===== src/rtl/execute_mem_stage.sv =====
// Execute stage and EX/MEM pipeline latch for the 16-bit WISC pipeline:
// operand forwarding, ALU, Z/V/N flag register, stall/flush handling.
module execute_mem_stage #(
  parameter int DW = 16,
  parameter int RW = 4
) (
  input  logic          clk,
  input  logic          rst_n,
  input  logic          stall,
  input  logic          flush,
  input  logic          valid_in,
  input  logic [3:0]    opcode_in,
  input  logic [DW-1:0] rd1_in,
  input  logic [DW-1:0] rd2_in,
  input  logic [DW-1:0] sign_ext_in,
  input  logic [DW-1:0] pc_in,
  input  logic [RW-1:0] dstReg_in,
  input  logic [1:0]    fwdA_sel,
  input  logic [1:0]    fwdB_sel,
  input  logic [DW-1:0] wb_data_in,
  output logic [DW-1:0] alu_out,
  output logic [DW-1:0] store_data_out,
  output logic [RW-1:0] dstReg_out,
  output logic          reg_write_out,
  output logic          mem_read_out,
  output logic          mem_write_out,
  output logic          valid_out,
  output logic [2:0]    flags_out
);

  typedef enum logic [3:0] {
    OP_ADD = 4'h0, OP_SUB = 4'h1, OP_XOR = 4'h2, OP_RED = 4'h3,
    OP_SLL = 4'h4, OP_SRA = 4'h5, OP_ROR = 4'h6, OP_PADDSB = 4'h7,
    OP_LW  = 4'h8, OP_SW  = 4'h9, OP_LHB = 4'hA, OP_LLB = 4'hB,
    OP_B   = 4'hC, OP_BR  = 4'hD, OP_PCS = 4'hE, OP_HLT = 4'hF
  } op_e;

  // Result is {overflow, clamped value}; a 1-bit sign extension exposes overflow.
  function automatic logic [DW:0] sat_addsub(input logic [DW-1:0] a, b, input logic sub);
    logic [DW:0]   ext;
    logic [DW-1:0] res;
    logic          ovf;
    ext = sub ? ({a[DW-1], a} - {b[DW-1], b}) : ({a[DW-1], a} + {b[DW-1], b});
    ovf = ext[DW] ^ ext[DW-1];
    if (ovf) res = ext[DW] ? {1'b1, {(DW-1){1'b0}}} : {1'b0, {(DW-1){1'b1}}};
    else     res = ext[DW-1:0];
    return {ovf, res};
  endfunction

  function automatic logic [15:0] paddsb(input logic [15:0] a, b);
    logic [15:0] res;
    logic [3:0]  s;
    res = '0;
    for (int i = 0; i < 4; i++) begin
      s = a[4*i +: 4] + b[4*i +: 4];
      if (a[4*i+3] == b[4*i+3] && s[3] != a[4*i+3])
        res[4*i +: 4] = a[4*i+3] ? 4'h8 : 4'h7;
      else
        res[4*i +: 4] = s;
    end
    return res;
  endfunction

  function automatic logic [15:0] red(input logic [15:0] a, b);
    logic [9:0] sum;
    sum = {{2{a[15]}}, a[15:8]} + {{2{a[7]}}, a[7:0]}
        + {{2{b[15]}}, b[15:8]} + {{2{b[7]}}, b[7:0]};
    return {{6{sum[9]}}, sum};
  endfunction

  logic [DW-1:0]   a_op, b_op, result;
  logic [DW:0]     sum_res, diff_res;
  logic [2*DW-1:0] rot_full;
  logic [3:0]      shamt;
  logic            ovf, writes_reg, is_lw, is_sw, upd_zvn, upd_z, zero;

  // NOTE: every always_comb output gets a default first so no path infers a latch.
  always_comb begin
    unique case (fwdA_sel)
      2'b01:   a_op = alu_out;
      2'b10:   a_op = wb_data_in;
      default: a_op = rd1_in;
    endcase
    unique case (fwdB_sel)
      2'b01:   b_op = alu_out;
      2'b10:   b_op = wb_data_in;
      default: b_op = rd2_in;
    endcase

    shamt      = sign_ext_in[3:0];
    sum_res    = sat_addsub(a_op, b_op, 1'b0);
    diff_res   = sat_addsub(a_op, b_op, 1'b1);
    rot_full   = {a_op, a_op} >> shamt;
    result     = '0;
    ovf        = 1'b0;
    writes_reg = 1'b0;
    is_lw      = 1'b0;
    is_sw      = 1'b0;
    upd_zvn    = 1'b0;
    upd_z      = 1'b0;

    case (op_e'(opcode_in))
      OP_ADD:    begin result = sum_res[DW-1:0];  ovf = sum_res[DW];  writes_reg = 1'b1; upd_zvn = 1'b1; end
      OP_SUB:    begin result = diff_res[DW-1:0]; ovf = diff_res[DW]; writes_reg = 1'b1; upd_zvn = 1'b1; end
      OP_XOR:    begin result = a_op ^ b_op;                       writes_reg = 1'b1; upd_z = 1'b1; end
      OP_RED:    begin result = red(a_op, b_op);                   writes_reg = 1'b1; end
      OP_SLL:    begin result = a_op << shamt;                     writes_reg = 1'b1; upd_z = 1'b1; end
      OP_SRA:    begin result = $signed(a_op) >>> shamt;           writes_reg = 1'b1; upd_z = 1'b1; end
      OP_ROR:    begin result = rot_full[DW-1:0];                  writes_reg = 1'b1; upd_z = 1'b1; end
      OP_PADDSB: begin result = paddsb(a_op, b_op);                writes_reg = 1'b1; end
      OP_LW:     begin result = a_op + sign_ext_in;                writes_reg = 1'b1; is_lw = 1'b1; end
      OP_SW:     begin result = a_op + sign_ext_in;                is_sw = 1'b1; end
      OP_LHB:    begin result = {sign_ext_in[7:0], a_op[7:0]};     writes_reg = 1'b1; end
      OP_LLB:    begin result = {a_op[15:8], sign_ext_in[7:0]};    writes_reg = 1'b1; end
      OP_PCS:    begin result = pc_in;                             writes_reg = 1'b1; end
      default:   result = '0;
    endcase
    zero = (result == '0);
  end

  // Bubbles (flush, or an invalid instruction while not stalled) clear the latch but keep the flags.
  // NOTE: sequential state uses non-blocking assignments so all registers see pre-edge values.
  always_ff @(posedge clk) begin
    if (!rst_n) begin
      alu_out        <= '0;
      store_data_out <= '0;
      dstReg_out     <= '0;
      reg_write_out  <= 1'b0;
      mem_read_out   <= 1'b0;
      mem_write_out  <= 1'b0;
      valid_out      <= 1'b0;
      flags_out      <= '0;
    end else if (flush || (!stall && !valid_in)) begin
      alu_out        <= '0;
      store_data_out <= '0;
      dstReg_out     <= '0;
      reg_write_out  <= 1'b0;
      mem_read_out   <= 1'b0;
      mem_write_out  <= 1'b0;
      valid_out      <= 1'b0;
    end else if (!stall) begin
      alu_out        <= result;
      store_data_out <= b_op;
      dstReg_out     <= dstReg_in;
      reg_write_out  <= writes_reg;
      mem_read_out   <= is_lw;
      mem_write_out  <= is_sw;
      valid_out      <= 1'b1;
      if (upd_zvn)    flags_out <= {zero, ovf, result[DW-1]};
      else if (upd_z) flags_out[2] <= zero;
    end
  end

endmodule

===== config.mk =====
export PLATFORM = sky130hd
export DESIGN_NAME = execute_mem_stage
export DESIGN_NICKNAME = d
export VERILOG_FILES = /design/src/rtl/execute_mem_stage.sv
export SDC_FILE = /design/constraint.sdc
export NUM_CORES = 1
export LEC_CHECK = 0
export ABC_AREA = 1
export BUFFER_PORTS_ARGS = -buffer_cell sky130_fd_sc_hd__buf_2
export CAP_MARGIN = 20
export CORE_ASPECT_RATIO = 1.2
export CORE_MARGIN = 3
export CORE_UTILIZATION = 55
export DETAILED_ROUTE_END_ITERATION = 8
export GPL_TIMING_DRIVEN = 0
export MAX_ROUTING_LAYER = met4
export PLACE_DENSITY = 0.77
export SYNTH_ARGS = -nofsm -noshare
export SYNTH_HDL_FRONTEND = slang
export SYNTH_SLANG_ARGS = --single-unit

===== constraint.sdc =====
create_clock -name clk -period 15.3 [get_ports clk]
set_input_delay 3.06 -clock clk [delete_from_list [all_inputs] [get_ports clk]]
set_output_delay 3.06 -clock clk [all_outputs]
set_load 0.05 [all_outputs]

==> results of run 1 <==
==> layout make-up <==
| cell class | count | area (um^2) | share of cell area, % |
|---|---|---|---|
| Clock inverter | 3 | 23.8 | 0.233 |
| Multi-Input combinational cell | 1343 | 7090 | 69.4 |
| Timing Repair Buffer | 139 | 696 | 6.81 |
| Antenna cell | 1 | 2.50 | 0.0245 |
| Clock buffer | 5 | 125 | 1.22 |
| Sequential cell | 43 | 861 | 8.42 |
| Tap cell | 208 | 260 | 2.55 |
| Buffer | 68 | 379 | 3.71 |
| Inverter | 208 | 781 | 7.64 |
==> state kept, by name, indices dropped and copies added, names as in the netlist <==
| register | cells |
|---|---|
| alu_out | 16 |
| store_data_out | 16 |
| dstReg_out | 4 |
| flags_out | 3 |
| mem_read_out | 1 |
| mem_write_out | 1 |
| reg_write_out | 1 |
| valid_out | 1 |
==> cell usage in the layout, fill, tap and decap left out, types with 7 or more instances in the layout <==
cell type	count
nand4_1	9
buf_6	12
o21bai_1	10
dfxtp_1	43
ha_1	61
or2_2	7
nand3_1	218
buf_1	7
or2_1	13
o211ai_1	9
nor3_1	12
nand2_2	32
a21oi_2	10
inv_1	194
fa_1	23
buf_2	157
a21oi_1	109
clkbuf_1	28
nor2_1	126
nand2_1	539
o21ai_0	88
inv_2	12
xor2_1	21
==> report_power, final <==
| group | internal (mW) | total, mW | switching, mW |
|---|---|---|---|
| registers | 0.116 | 0.120 | 0.00396 |
| logic | 0.230 | 0.738 | 0.508 |
| clock network | 0.0612 | 0.113 | 0.0523 |
| total | 0.407 | 0.971 | 0.565 |
==> layer usage <==
metal | part of all wire [%] | vias up
met5 | 0 | -
li1 | - | 5661
met4 | 9.8 | 0
met2 | 41 | 1021
met3 | 15 | 264
met1 | 34 | 5520
==> worst max-delay path by stage <==
stage | from | end | slack, ns | cells past startpoint
2_1_floorplan | fwdB_sel[0] | flags_out[2] | 8.07 | 28
3_3_place_gp | fwdB_sel[0] | flags_out[2] | 6.84 | 29
3_5_place_dp | fwdB_sel[0] | flags_out[2] | 6.78 | 29
4_1_cts | fwdB_sel[0] | flags_out[2] | 7.06 | 29
5_1_grt | fwdB_sel[0] | flags_out[2] | 6.52 | 29
6_report | fwdB_sel[0] | flags_out[2] | 6.89 | 29
==> synthesized netlist by cell type, types with 9 or more instances <==
master / number
nor2_1: 126
buf_6: 12
clkbuf_1: 28
o21ai_0: 88
o211ai_1: 9
nand3_1: 218
fa_1: 23
dfxtp_1: 43
buf_2: 18
nand4_1: 9
inv_2: 12
nor3_1: 12
or2_1: 13
o21bai_1: 10
nand2_2: 32
a21oi_1: 109
ha_1: 61
a21oi_2: 10
inv_1: 194
nand2_1: 539
xor2_1: 21
==> worst max-delay path: cells and delay by family <==
| family | cells | cell delay [ns] |
|---|---|---|
| simple gates | 14 | 1.93 |
| compound gates | 3 | 0.59 |
| fa+ha+maj | 5 | 1.79 |
| buf+inv | 7 | 1.29 |
==> cells by family (layout without fill, tap and decap cells) <==
logic type	Yosys count	after routing
xor+xnor	22	22
fa+ha+maj	84	84
buf+inv	276	423
flops	43	43
simple gates	976	976
other cells	0	1
compound gates	261	261
==> per-stage QoR <==
step | utilization, % | hold WS, ns | worst slack (ns)
2_1_floorplan | - | 0.690 | 8.07
3_3_place_gp | 63.4 | 0.450 | 6.84
3_5_place_dp | 63.4 | 0.453 | 6.78
4_1_cts | 64.3 | 0.463 | 7.06
5_1_grt | 64.3 | 0.483 | 6.52
6_report | 64.3 | 0.460 | 6.89
==> results.ini, run 1 <==
[grt]
met1_usage_pct = 55.4
use_met3_pct = 11.7
grt_max_degree = 16
busiest_layer = met2
met2_usage_pct = 68.1
grt_pass1_vias = 11700
grt-ovfl-total = 0
grt_antenna_before_repair = 1
grt_pass1_wl_um = 63100
grt_use_total_pct = 46.9

[yosys]
synth-seq-cells = 43
synthCells = 1662
synth_fp_nets = 1843
synth_xor_area_share_pct = 2.11
avgSynthCellArea_um2 = 5.48
synthSimpleGateAreaFrac_pct = 45.9
synth.yosys.seq_area_share_pct = 9.45
synth.area.top_cells = nand2_1 22%, nand3_1 12%, dfxtp_1 9.4%
muxShareOfSynthArea_pct = 0
synth-compound-area-share_pct = 16.4
synth_top_family_by_area = simple AND/OR/NAND/NOR gates
synth_top_area_share_pct = 22.2
synth.distinct_cells = 46
synth_area_mm2 = 0.00911
synth_async_sr_flop_share_pct = 0
synth_top_area_cell = nand2_1
synth_adder_area_share_pct = 13.4
synth-main-ff-cell = dfxtp_1
synth_warnings = 0
synth_edf_count = 0

[floorplanning]
die-area_mm2 = 0.0182
dieWidth_um = 124
initial_core_util_pct = 57.4
io_pins = 140
coreArea_mm2 = 0.0159
die_y_um = 147
rows = 50

[critical_path]
r2r-start = alu_out[15]
path_common_cell = nand2_1
startpoint_type = input port
crit_path_end_kind = flop
cp_slowest_stage_delay_ns = 0.63
required_ns = 15.54
crit_type = in2reg
crit_arrival_ns = 8.65
rr_endpoint = flags_out[2]
crit_path_top_delay_cell = fa_1
reg2reg_depth = 20
reg2reg_slack_ns = 10.13
worstPathMaxFanout = 10

[sta]
maxSlewViolCount = 0
setup_tns_ns = 0
rsz0062_at_grt = no
worst_slew_pin_slew_ns = 1.04
slew_headroom_pct = 30.2
min_period_over_period_pct = 55.0
hold_violations = 0
clock-skew-final_ns = 0.00434
min_period_ns = 8.41
fmax_ghz = 0.119
setup_viol = 0

[hold_path]
holdPathStages = 2
hold_path.startpoint = dstReg_out[0]
hold_end = dstReg_out[0]
min_path_type = reg2reg

[clocking]
numCtsBuffers = 5
cts_tree = built
max-clock-path-buffers = 2
ctsHoldBuffers = 0
cts_resized = 0
root_buffer = clkbuf_16
cts_setup_buffers = 0
path_clk_slew_ns = 0.07
htreeDepth = 2
clk_latency_ns = 0.30
cts_num_sinks = 43

[outcome]
violations = design-rule violations
status = finished with violations

[route]
wl_um = 42300
drt.antenna.violating_nets = 0
vias_per_cell = 6.18
routedWlPerCell_um = 21.0
drt-initial-drc-count = 1613
post-route-drc-count = 7
first_pass_iters = 9
num_vias = 12500

[final_layout]
fill_cells = 1590
fin_area_mm2 = 0.0102
area_growth_pct = 12.2
final_cells = 2018
nets = 1989
post_route_cells_drive_above_1_share_pct = 13.8

[flow_run]
max_cap_violations = 0

[pwr]
power.density_mw_per_mm2 = 95.0
worst_ir_drop_vdd_mv = 0.0764
power_leakage_nw = 5.71
power_mw = 0.971

[placement]
place.gp.congestion = 1.19
place_area_mm2 = 0.0101
dp.cells = 2009
io_buffer_count = 139
hpwlAfterDp_um = 34400

(Power assumes the default switching activity.)
==> run 2, diff against run 1 <==
Settings changed: ABC_AREA 1 to 0, PLACE_DENSITY 0.77 to 0.76.
Clock period 15.3 ns to 8.7 ns, I/O delays scaled along.
==> run 2 against run 1 <==
  * The run still ends with design-rule violations left
  * Total power grew 81%
  * Clock power rose by 93%
  * Clock-buffer cell count did not move
  * Worst setup slack got worse by 6.7 ns
  * First-iteration DRC count increased by 55%
  * Sequential cell count did not move
  * Combinational power grew 80%
  * Cell count down 13%
  * Via count rose by 3.3%
  * Utilization decreased by 0.089 points
  * Largest cell class unchanged
==> results.ini, run 2 <==
[critical_path]
rr_endpoint = flags_out[2]  ; unchanged
crit_type = in2reg  ; unchanged
startpoint_type = input port  ; unchanged
path_common_cell = inv_1  ; was nand2_1
reg2reg_depth = 17  ; was 20
crit_path_end_kind = flop  ; unchanged
required_ns = 8.90  ; was 15.54 ns
r2r-start = alu_out[3]  ; was alu_out[15]
crit_arrival_ns = 8.68  ; was 8.65 ns
worstPathMaxFanout = 10  ; unchanged
reg2reg_slack_ns = 2.03  ; was 10.13 ns
cp_slowest_stage_delay_ns = 0.71  ; was 0.63 ns
crit_path_top_delay_cell = a221oi_1  ; was fa_1

[floorplanning]
dieWidth_um = 128  ; was 124 um
coreArea_mm2 = 0.0172  ; was 0.0159 mm^2
die-area_mm2 = 0.0195  ; was 0.0182 mm^2
initial_core_util_pct = 57.2  ; was 57.4%
io_pins = 140  ; unchanged
die_y_um = 152  ; was 147 um
rows = 52  ; was 50

[route]
routedWlPerCell_um = 28.7  ; was 21.0 um
drt-initial-drc-count = 2506  ; was 1,613
post-route-drc-count = 19  ; was 7
first_pass_iters = 9  ; unchanged
wl_um = 50200  ; was 42,300 um
num_vias = 12900  ; was 12,500
drt.antenna.violating_nets = 0  ; unchanged
vias_per_cell = 7.37  ; was 6.18

[yosys]
synth-main-ff-cell = dfxtp_1  ; unchanged
synth_top_area_share_pct = 8.76  ; was 22.2%
synth.area.top_cells = dfxtp_1 8.8%, ha_1 7.8%, a21oi_1 6.8%  ; was nand2_1 22%, nand3_1 12%, dfxtp_1 9.4%
synthCells = 1378  ; was 1,662
synth-compound-area-share_pct = 36.1  ; was 16.4%
synth_area_mm2 = 0.00983  ; was 0.00911 mm^2
synth_adder_area_share_pct = 12.4  ; was 13.4%
yosysMostFrequentCell = nor2_1  ; was nand2_1
muxShareOfSynthArea_pct = 9.38  ; was 0%
synth_edf_count = 0  ; unchanged
synthSimpleGateAreaFrac_pct = 22.4  ; was 45.9%
synth_async_sr_flop_share_pct = 0  ; unchanged
yosys-top-cells-count = 154 x nor2_1, 134 x a21oi_1, 91 x nand2_1  ; was 539 x nand2_1, 218 x nand3_1, 194 x inv_1
synth_xor_area_share_pct = 3.21  ; was 2.11%
synth_warnings = 0  ; unchanged
synth-seq-cells = 43  ; unchanged
synth.distinct_cells = 97  ; was 46
avgSynthCellArea_um2 = 7.13  ; was 5.48 um^2
synth_top_area_cell = dfxtp_1  ; was nand2_1
synth.yosys.seq_area_share_pct = 8.76  ; was 9.45%
synth_top_family_by_area = compound AO/OA/AOI/OAI gates  ; was simple AND/OR/NAND/NOR gates
synth_fp_nets = 1559  ; was 1,843

[placement]
place.gp.congestion = 1.19  ; about the same
hpwlAfterDp_um = 40000  ; was 34,400 um
io_buffer_count = 138  ; was 139
pre_cts_slack_ns = -0.0144  ; was 6.78 ns

[grt]
grt_max_degree = 16  ; unchanged
grt-ovfl-total = 0  ; unchanged
grt_use_total_pct = 50.8  ; was 46.9%
grt_pass1_vias = 12100  ; was 11,700
grt_antenna_before_repair = 1  ; unchanged
grt_pass1_wl_um = 74000  ; was 63,100 um

[sta]
min_period_ns = 8.47
worst_slew_pin_slew_ns = 1.40  ; was 1.04 ns
min_period_over_period_pct = 97.4
rsz0062_at_grt = no  ; unchanged
slew_headroom_pct = 4.24  ; was 30.2%
setup_tns_ns = 0  ; unchanged
layout_setup_ws_ns = 0.227  ; was 6.89 ns
maxSlewViolCount = 0  ; unchanged
hold_violations = 0  ; unchanged
clock-skew-final_ns = 0.00680  ; was 0.00434 ns
fmax_ghz = 0.118
setup_viol = 0  ; unchanged
holdWs_ns = 0.468  ; was 0.460 ns

[final_layout]
nets = 1711  ; was 1,989
post_route_cells_drive_above_1_share_pct = 16.5  ; was 13.8%
area_growth_pct = 12.2  ; about the same
top_regs = alu_out (16), store_data_out (16), dstReg_out (4)  ; unchanged
layout_common_cells = 164 x buf_2, 153 x nor2_1, 134 x a21oi_1, 91 x nand2_1, 81 x inv_1  ; was 539 x nand2_1, 218 x nand3_1, 194 x inv_1, 157 x buf_2, 126 x nor2_1
layout_commonest_cell = buf_2  ; was nand2_1

[clocking]
cts_setup_buffers = 0  ; unchanged
cts_tree = built  ; unchanged
ctsHoldBuffers = 0  ; unchanged
htreeDepth = 2  ; unchanged
path_clk_slew_ns = 0.07  ; about the same
clk_latency_ns = 0.29  ; was 0.30 ns
max-clock-path-buffers = 2  ; unchanged
numCtsBuffers = 5  ; unchanged
cts_num_sinks = 43  ; unchanged
root_buffer = clkbuf_16  ; unchanged

[pwr]
pwr-share-comb_pct = 75.5  ; was 76.0%
worst_ir_drop_vdd_mv = 0.340  ; was 0.0764 mV
p_int_mw = 0.791  ; was 0.407 mW
power_mw = 1.76  ; was 0.971 mW
clkPwrFrac_pct = 12.4  ; was 11.7%
power_leakage_nw = 4.75  ; was 5.71 nW
power.density_mw_per_mm2 = 159  ; was 95.0 mW/mm^2
seq_power_share_pct = 12.1  ; was 12.4%
swShare_pct = 54.9  ; was 58.1%
switching_power_mw = 0.964  ; was 0.565 mW

[hold_path]
hold_path.startpoint = mem_write_out  ; was dstReg_out[0]
holdPathStages = 2  ; unchanged
min_path_type = reg2reg  ; unchanged
hold_end = mem_write_out  ; was dstReg_out[0]

[outcome]
status = finished with violations  ; unchanged
violations = design-rule violations  ; unchanged

[flow_run]
max_cap_violations = 0  ; unchanged

-- run 2: changes by cell type after synthesis, moves of 22 or more --
cell      previous run  this run
nand2_1            539        91
nand2b_1             0        25
nand2_2             32         0
inv_1              194        81
a21oi_1            109       134
xnor2_1              1        25
mux2i_1              0        37
clkbuf_1            28        60
a211oi_1             2        24
nand3_1            218        35
nor2_1             126       154
a22oi_1              0        40
-- run 2: logic make-up after synthesis --
family	Yosys count
compound gates	509
mux	67
buf+inv	186
simple gates	453
fa+ha+maj	84
xor+xnor	36
flops	43
-- run 2: repair_timing --
item,in CTS,in global routing
setup endpoints to repair,0,4
hold endpoints to repair,0,0
gates resized for setup,0,2
-- run 2: how the worst max path moves through the flow --
stage | slack [ns] | to | from | cells after the start
floorplan | 1.76 | flags_out[2] | fwdA_sel[0] | 24
global placement | 0.11 | flags_out[2] | fwdA_sel[0] | 25
detailed placement | -0.01 | flags_out[2] | fwdA_sel[0] | 25
CTS | 0.26 | flags_out[2] | fwdA_sel[0] | 25
global route | 0.07 | flags_out[2] | fwdA_sel[0] | 25
finish | 0.23 | flags_out[2] | fwdA_sel[0] | 25
-- run 2: final cells by class --
type	instances	area, um^2
Multi-Input combinational cell	1149	8230
Fill cell	1625	6140
Sequential cell	43	861
Timing Repair Buffer	145	743
Buffer	99	430
Inverter	87	327
Tap cell	216	270
Clock buffer	5	125
Clock inverter	3	46.3
Antenna cell	1	2.50
-- run 2: layer usage --
| metal | vias to the layer above | global-route usage [%] | part of all wire, % |
|---|---|---|---|
| met1 | 5801 | 59.8 | 33 |
| li1 | 5477 | - | - |
| met5 | - | - | 0 |
| met4 | 0 | 35.4 | 11 |
| met3 | 390 | 15.9 | 15 |
| met2 | 1215 | 72.9 | 41 |
-- run 2: critical path, delay by kind of cell --
family                   cells  cell delay [ns]
AO/OA/AOI/OAI                7             2.44
adder cells (fa/ha/maj)      5             1.76
buffers and inverters        8             1.28
AND/OR/NAND/NOR              5             1.45
-- run 2: power groups by stage --
stage | Clock (mW) | Sequential (mW) | Combinational (mW)
2_1_floorplan | 0 | 0.235 | 0.833
3_3_place_gp | 0 | 0.215 | 1.23
3_5_place_dp | 0 | 0.215 | 1.25
4_1_cts | 0.219 | 0.211 | 1.25
5_1_grt | 0.226 | 0.212 | 1.39
6_report | 0.218 | 0.212 | 1.33
-- run 2: stage by stage --
stage / cells / cell area [um^2] / util, %
final: 1748 / 11000 / 64.2
after CTS: 1743 / 11000 / 64.0
after detailed placement: 1735 / 10800 / 63.0
after global routing: 1748 / 11000 / 64.2
after floorplan: 1378 / 9830 / -
after global placement: 1732 / 10800 / 62.8
